==> src/rtl/gray_pkg.sv <==
// Shared Gray-code helpers and defaults for the counter, its encoder and benches.
// Functions run at a fixed maximum width; callers zero-extend and truncate.
package gray_pkg;

    localparam int DEFAULT_WIDTH  = 4;
    localparam int GRAY_MAX_WIDTH = 16;

    function automatic logic [GRAY_MAX_WIDTH-1:0] bin_to_gray(input logic [GRAY_MAX_WIDTH-1:0] b);
        return b ^ (b >> 1);
    endfunction

    // Each binary bit is the XOR of all Gray bits at or above it.
    function automatic logic [GRAY_MAX_WIDTH-1:0] gray_to_bin(input logic [GRAY_MAX_WIDTH-1:0] g);
        logic [GRAY_MAX_WIDTH-1:0] b;
        b[GRAY_MAX_WIDTH-1] = g[GRAY_MAX_WIDTH-1];
        for (int i = GRAY_MAX_WIDTH - 2; i >= 0; i--) begin
            b[i] = b[i+1] ^ g[i];
        end
        return b;
    endfunction

endpackage

==> src/rtl/bin_to_gray_enc.sv <==
// Combinational binary-to-Gray encoder; thin wrapper around the package function.
module bin_to_gray_enc
    import gray_pkg::*;
#(
    parameter int WIDTH = DEFAULT_WIDTH
) (
    input  logic [WIDTH-1:0] bin,
    output logic [WIDTH-1:0] gray
);

    assign gray = WIDTH'(bin_to_gray(GRAY_MAX_WIDTH'(bin)));

endmodule

==> src/rtl/gray_code_counter.sv <==
// Up/down binary counter with a Gray code registered on the same edge as the count.
// Intended as a clock-domain-crossing pointer source.
module gray_code_counter
    import gray_pkg::*;
#(
    parameter int WIDTH = DEFAULT_WIDTH
) (
    input  logic             clk,
    input  logic             reset,
    input  logic             en,
    input  logic             up_dn,
    input  logic             load,
    input  logic [WIDTH-1:0] load_bin,
    output logic [WIDTH-1:0] bin,
    output logic [WIDTH-1:0] gray,
    output logic             wrap
);

    localparam logic [WIDTH-1:0] ALL_ONES = {WIDTH{1'b1}};
    localparam logic [WIDTH-1:0] ALL_ZERO = {WIDTH{1'b0}};

    logic [WIDTH-1:0] bin_r;
    logic [WIDTH-1:0] gray_r;
    logic             wrap_r;
    logic [WIDTH-1:0] next_bin_s;
    logic [WIDTH-1:0] next_gray_s;
    logic             next_wrap_s;

    // Next binary value and wrap flag: load beats count beats hold.
    always_comb begin
        next_bin_s  = bin_r;
        next_wrap_s = 1'b0;
        if (load) begin
            next_bin_s  = load_bin;
            next_wrap_s = 1'b0;
        end else if (en) begin
            if (up_dn) begin
                next_bin_s  = bin_r + WIDTH'(1);
                next_wrap_s = (bin_r == ALL_ONES);
            end else begin
                next_bin_s  = bin_r - WIDTH'(1);
                next_wrap_s = (bin_r == ALL_ZERO);
            end
        end else begin
            next_bin_s  = bin_r;
            next_wrap_s = 1'b0;
        end
    end

    // Encode the next value so gray and bin land on the same edge with no skew.
    bin_to_gray_enc #(
        .WIDTH (WIDTH)
    ) u_enc (
        .bin  (next_bin_s),
        .gray (next_gray_s)
    );

    // Output registers; reset dominates everything else.
    always_ff @(posedge clk) begin
        if (reset) begin
            bin_r  <= ALL_ZERO;
            gray_r <= ALL_ZERO;
            wrap_r <= 1'b0;
        end else begin
            bin_r  <= next_bin_s;
            gray_r <= next_gray_s;
            wrap_r <= next_wrap_s;
        end
    end

    assign bin  = bin_r;
    assign gray = gray_r;
    assign wrap = wrap_r;

endmodule
==> config.mk <==
export PLATFORM = sky130hd
export DESIGN_NAME = gray_code_counter
export DESIGN_NICKNAME = d
export VERILOG_FILES = /design/src/rtl/gray_pkg.sv /design/src/rtl/bin_to_gray_enc.sv /design/src/rtl/gray_code_counter.sv
export SDC_FILE = /design/constraint.sdc
export NUM_CORES = 1
export LEC_CHECK = 0
export CELL_PAD_IN_SITES_DETAIL_PLACEMENT = 1
export CELL_PAD_IN_SITES_GLOBAL_PLACEMENT = 1
export CORE_MARGIN = 8
export CORE_UTILIZATION = 32
export CTS_CLUSTER_SIZE = 25
export DETAILED_ROUTE_END_ITERATION = 8
export PLACE_DENSITY = 0.78
export SYNTH_ARGS = -nofsm -noshare
export SYNTH_HDL_FRONTEND = slang
export SYNTH_SLANG_ARGS = --single-unit
==> constraint.sdc <==
create_clock -name clk -period 3.6 [get_ports clk]
set_input_delay 0.72 -clock clk [delete_from_list [all_inputs] [get_ports clk]]
set_output_delay 0.72 -clock clk [all_outputs]
set_load 0.01 [all_outputs]
Yosys cells after proc, flatten, opt, wreduce, memory -nomap -nowiden
Index checks and enable logic that the tools add are counted.
{ "classes": {"n_addsub": 2, "n_eq_ne": 1, "mux": 4, "bitwise": 2, "n_reduce_logical": 2} }
{ "op_table": {"columns": ["operator", "count"], "rows": [
  ["4-bit 2-to-1 mux", 3],
  ["4-bit by 1-bit adder with 4-bit output (second input constant)", 1],
  ["4-bit equality test (second input constant)", 1],
  ["4-bit logical NOT", 1],
  ["4-bit by 1-bit subtractor with 4-bit output (second input constant)", 1],
  ["4-bit by 3-bit XOR with 4-bit output", 1],
  ["3-bit OR reduction", 1],
  ["1-bit 2-to-1 mux", 1],
  ["1-bit inverter", 1]
]} }
{ "word_totals": {"register_bits": 9, "input_bits": 9, "out_inout_bits": 9, "word_cells": 14} }

Depth between registers and ports, before layout
{ "depth": {"word_depth": 5, "ltp_mapped": 6, "depth_no_buf": 6} }

By module
Synthesis repeated with hierarchy kept, for this count alone.
{ "unflattened": {"cells_unflattened": 51, "hier_area_um2": 515.5} }
{ "modules_own_cells": {"columns": ["module", "instances", "cells_per_inst", "area_per_inst_um2", "seq_area_each_um2"], "rows": [
  ["gray_code_counter", 1, 47, 481.7, 180.2],
  ["bin_to_gray_enc", 1, 4, 33.8, 0.0]
]} }

Worst setup path after synthesis
No wires, ideal clock.
{ "synth_timing": {"kind": "input to register", "startpoint": "in up_dn", "endpoint": "reg gray_r[1], in the netlist gray[1]", "arrival_ns": 2.002, "slack_ns": 1.528, "path_stages": 6, "n_path_buf": 0, "cell_sequence": "inv_1 -> fa_1 -> mux2_2 -> mux2i_1 -> or3_1 -> a21oi_1"} }
{ "synth_via": {"elab_chain_cells": 4} }
{ "synth_lines": {"columns": ["item", "line", "rtl"], "rows": [
  ["from (decl)", "gray_code_counter.sv:11", "input logic up_dn,"],
  ["4-bit 2-to-1 mux", "gray_code_counter.sv:37", "if (up_dn) begin"],
  ["4-bit 2-to-1 mux", "gray_code_counter.sv:36", "end else if (en) begin"],
  ["4-bit 2-to-1 mux", "gray_code_counter.sv:33", "if (load) begin"],
  ["4-bit by 3-bit XOR with 4-bit output", "gray_pkg.sv:9", "return b ^ (b >> 1);"],
  ["to (signal assigned)", "gray_code_counter.sv:66", "gray_r <= next_gray_s;"],
  ["to (decl)", "gray_code_counter.sv:23", "logic [WIDTH-1:0] gray_r;"]
]} }
Every way passes these cells.
A chain may end at the register's enable or synchronous reset.

Worst setup path in the final report
Same ends and word-level chain as after synthesis.

==> flow_summary.yaml <==
worst_setup_path:
  slowest_stage: "clkdlybuf4s50_1"
  critPathTopFamily: "buffers and inverters"
  crit_chain: "clkdlybuf4s50_1, inv_1, fa_1, mux2_2, mux2i_1, o21ai_0, a21oi_1"
  worstPathBufferInverterCount: 2
  cp.arrival_ns: 2.82
  rr_startpoint: "bin[0]"
  critical_path_class: "input pin to flip-flop"
  cp-start-kind: "input pin"
  critical_path_depth: 7
  crit_end: "gray[1]"
  crit_path_end_kind: "flip-flop"
  critical_path.startpoint: "up_dn"
  r2r_end: "gray[1]"
  max_stage_delay_ns: 0.59
  r2r_cells: 5
  crit_fanout: 7
  r2r_slack_ns: 1.69
  critical_path_required_ns: 3.79
clocking:
  root_buffer: "clkbuf_4"
  htree_levels: 1
  clk_pin_slew_worst_paths_ns: 0.05
  insertion_delay_ns: 0.26
  post_cts_buffers: 0
  ctsLongestPathBuffers: 2
  post_cts_resized: 0
  numCtsBuffers: 3
  holdBufCountCts: 0
  cts.sinks: 8
  tritoncts: "yes"
die:
  die_area_sq_um: 3060
  pin_count: 18
  core_sq_um: 1470
  fp.dieH_um: 55.4
  row_count: 14
  start_util: 0.337
  fp.dieW_um: 55.4
final_layout:
  final_cell_mix: "clkdlybuf4s50_1 (17), dfxtp_1 (8), nor2_1 (6)"
  fin_nets: 85
  fin_area_sq_um: 688
  layout-drive-gt1-share: 0.0986
  layout-area-overhead-vs-synth_pct: 38.9
  diodes: 0
  layout_commonest_cell: "clkdlybuf4s50_1"
  fillCellCount: 189
timing:
  worstMarginPinSlew_ns: 0.465
  drv_slew: 0
  timing.final.crit_period_ns: 2.63
  hold_viol: 0
  setup_viol: 0
  post-route-period-util: 0.731
  slew_headroom: 0.688
  max_freq_mhz: 380
  finalSetupTns_ns: 0
  finClkSkew_ns: 0.000385
  rsz0062_at_grt: "no"
  timing.final.ws_setup_ns: 0.967
synthesis:
  syn_area_sq_um: 495
  syn_nets: 66
  yosysWarningCount: 0
  synth_seq_cells: 8
  synth_area_per_cell_sq_um: 9.18
  synth_cell_type_count: 31
  seq_area_frac_synth: 0.323
  postSynthCellCount: 54
route:
  met2_length_um: 568
  ant_nets: 0
  top_layer: "met4"
  vias: 482
  firstDrtPassIters: 2
  wl_per_cell_um: 15.2
  drt-total-wl_mm: 1.32
  first_iter_violations: 8
  viasPerCell: 5.54
  met1_length_um: 562
  route.met3.wl_um: 163
  drc: 0
global_route:
  overflow: 0
  grt_usage: 0.0973
  antenna_found_initial: 0
  grt_first_pass_wirelength_mm: 2.46
  grt_max_degree: 12
  grt_pass1_vias: 531
hold_path:
  min_path_type: "flip-flop to flip-flop"
placed_design:
  io_buffers: 17
  hpwl_mm: 1.03
  gp_congestion: 0.712
  preCtsSetupSlack_ns: 0.698
  placed_area_sq_um: 666
status:
  outcome: "finished clean"
power:
  powerDensity_nw_per_um2: 374
  p_leak_nw: 0.299
  ir_worst_vdd_uv: 189
flow_run:
  cap_violations: 0
-- cells in the mapped netlist --
master / number / area [sq um]
or3_1: 2 / 12.5
nand3b_1: 1 / 7.51
a21o_1: 1 / 7.51
nor2_1: 6 / 22.5
nor3b_1: 1 / 7.51
nor4bb_1: 1 / 10.0
a31oi_1: 1 / 6.26
nand2_1: 1 / 3.75
o21ai_0: 2 / 10.0
inv_1: 3 / 11.3
o2bb2ai_1: 1 / 8.76
buf_4: 2 / 15.0
a211oi_1: 1 / 7.51
a21oi_1: 2 / 10.0
nand3_2: 1 / 10.0
or4b_1: 1 / 10.0
mux2i_1: 3 / 30.0
a22oi_1: 1 / 7.51
nand3_1: 2 / 10.0
xnor2_1: 2 / 17.5
and3_2: 1 / 7.51
o21bai_1: 1 / 7.51
fa_1: 1 / 20.0
buf_2: 1 / 5.00
and3_1: 1 / 6.26
dfxtp_1: 8 / 160
mux2_2: 1 / 11.3
or4_2: 1 / 8.76
a221o_1: 1 / 10.0
ha_1: 2 / 25.0
xor2_1: 1 / 8.76
-- metal layers --
layer | GRT usage | vias to the layer above
met1 | 0.0991 | 230
met2 | 0.143 | 17
li1 | - | 231
met3 | 0.0708 | 4
met5 | 0 | -
met4 | 0.0528 | 0
-- cell type report --
cell class	instances	area [sq um]	area share
multi-input combinational	40	304	0.442
timing repair buffer	17	170	0.247
sequential	8	160	0.233
clock buffer	3	22.5	0.0327
tap	16	20.0	0.0291
inverter	3	11.3	0.0164
-- where the power goes --
part	switching (mW)	internal [mW]	leakage (nW)
Sequential	0.00851	0.0977	0.0663
Combinational	0.0353	0.0458	0.219
Clock	0.0318	0.0382	0.0138
Total	0.0756	0.182	0.299
-- flip-flops by register name, summed over array words and instances (netlist names) --
signal  count
bin         4
gray        3
wrap        1
-- worst min-delay path by stage --
| stage | slack, ns | cells after the start | start | end |
|---|---|---|---|---|
| floorplan | 0.68 | 2 | bin[3] | wrap |
| global placement | 0.72 | 2 | bin[3] | wrap |
| detailed placement | 0.71 | 2 | bin[3] | wrap |
| CTS | 0.73 | 2 | bin[3] | wrap |
| global route | 0.81 | 2 | bin[3] | wrap |
| finish | 0.73 | 2 | bin[3] | wrap |
-- through the flow --
| step | hold slack, ns | std cells | power, mW | util |
|---|---|---|---|---|
| global placement | 0.716 | 84 | 0.188 | 0.452 |
| floorplan | 0.681 | 54 | 0.152 | - |
| detailed placement | 0.714 | 84 | 0.190 | 0.452 |
| finish | 0.728 | 87 | 0.257 | 0.468 |
| global route | 0.812 | 87 | 0.279 | 0.468 |
| CTS | 0.727 | 87 | 0.263 | 0.468 |
-- logic make-up (layout without fill, tap and decap cells) --
| logic type | count (synthesis) | in the layout | share of synthesized area |
|---|---|---|---|
| buffers and inverters | 6 | 23 | 0.0631 |
| xor gates and xnor gates | 3 | 3 | 0.0530 |
| AOI/OAI and AO/OA | 11 | 11 | 0.152 |
| adders and majority gates | 3 | 3 | 0.0909 |
| and+or+nand+nor | 19 | 19 | 0.235 |
| DFF | 8 | 8 | 0.323 |
| muxes | 4 | 4 | 0.0833 |
-- worst reg2reg max path: stages, from the launching register on --
cell	delay, ns
dfxtp_1	0.48
fa_1	0.48
mux2_2	0.28
mux2i_1	0.31
o21ai_0	0.15
a21oi_1	0.15
Power figures use the tool's default switching activity.
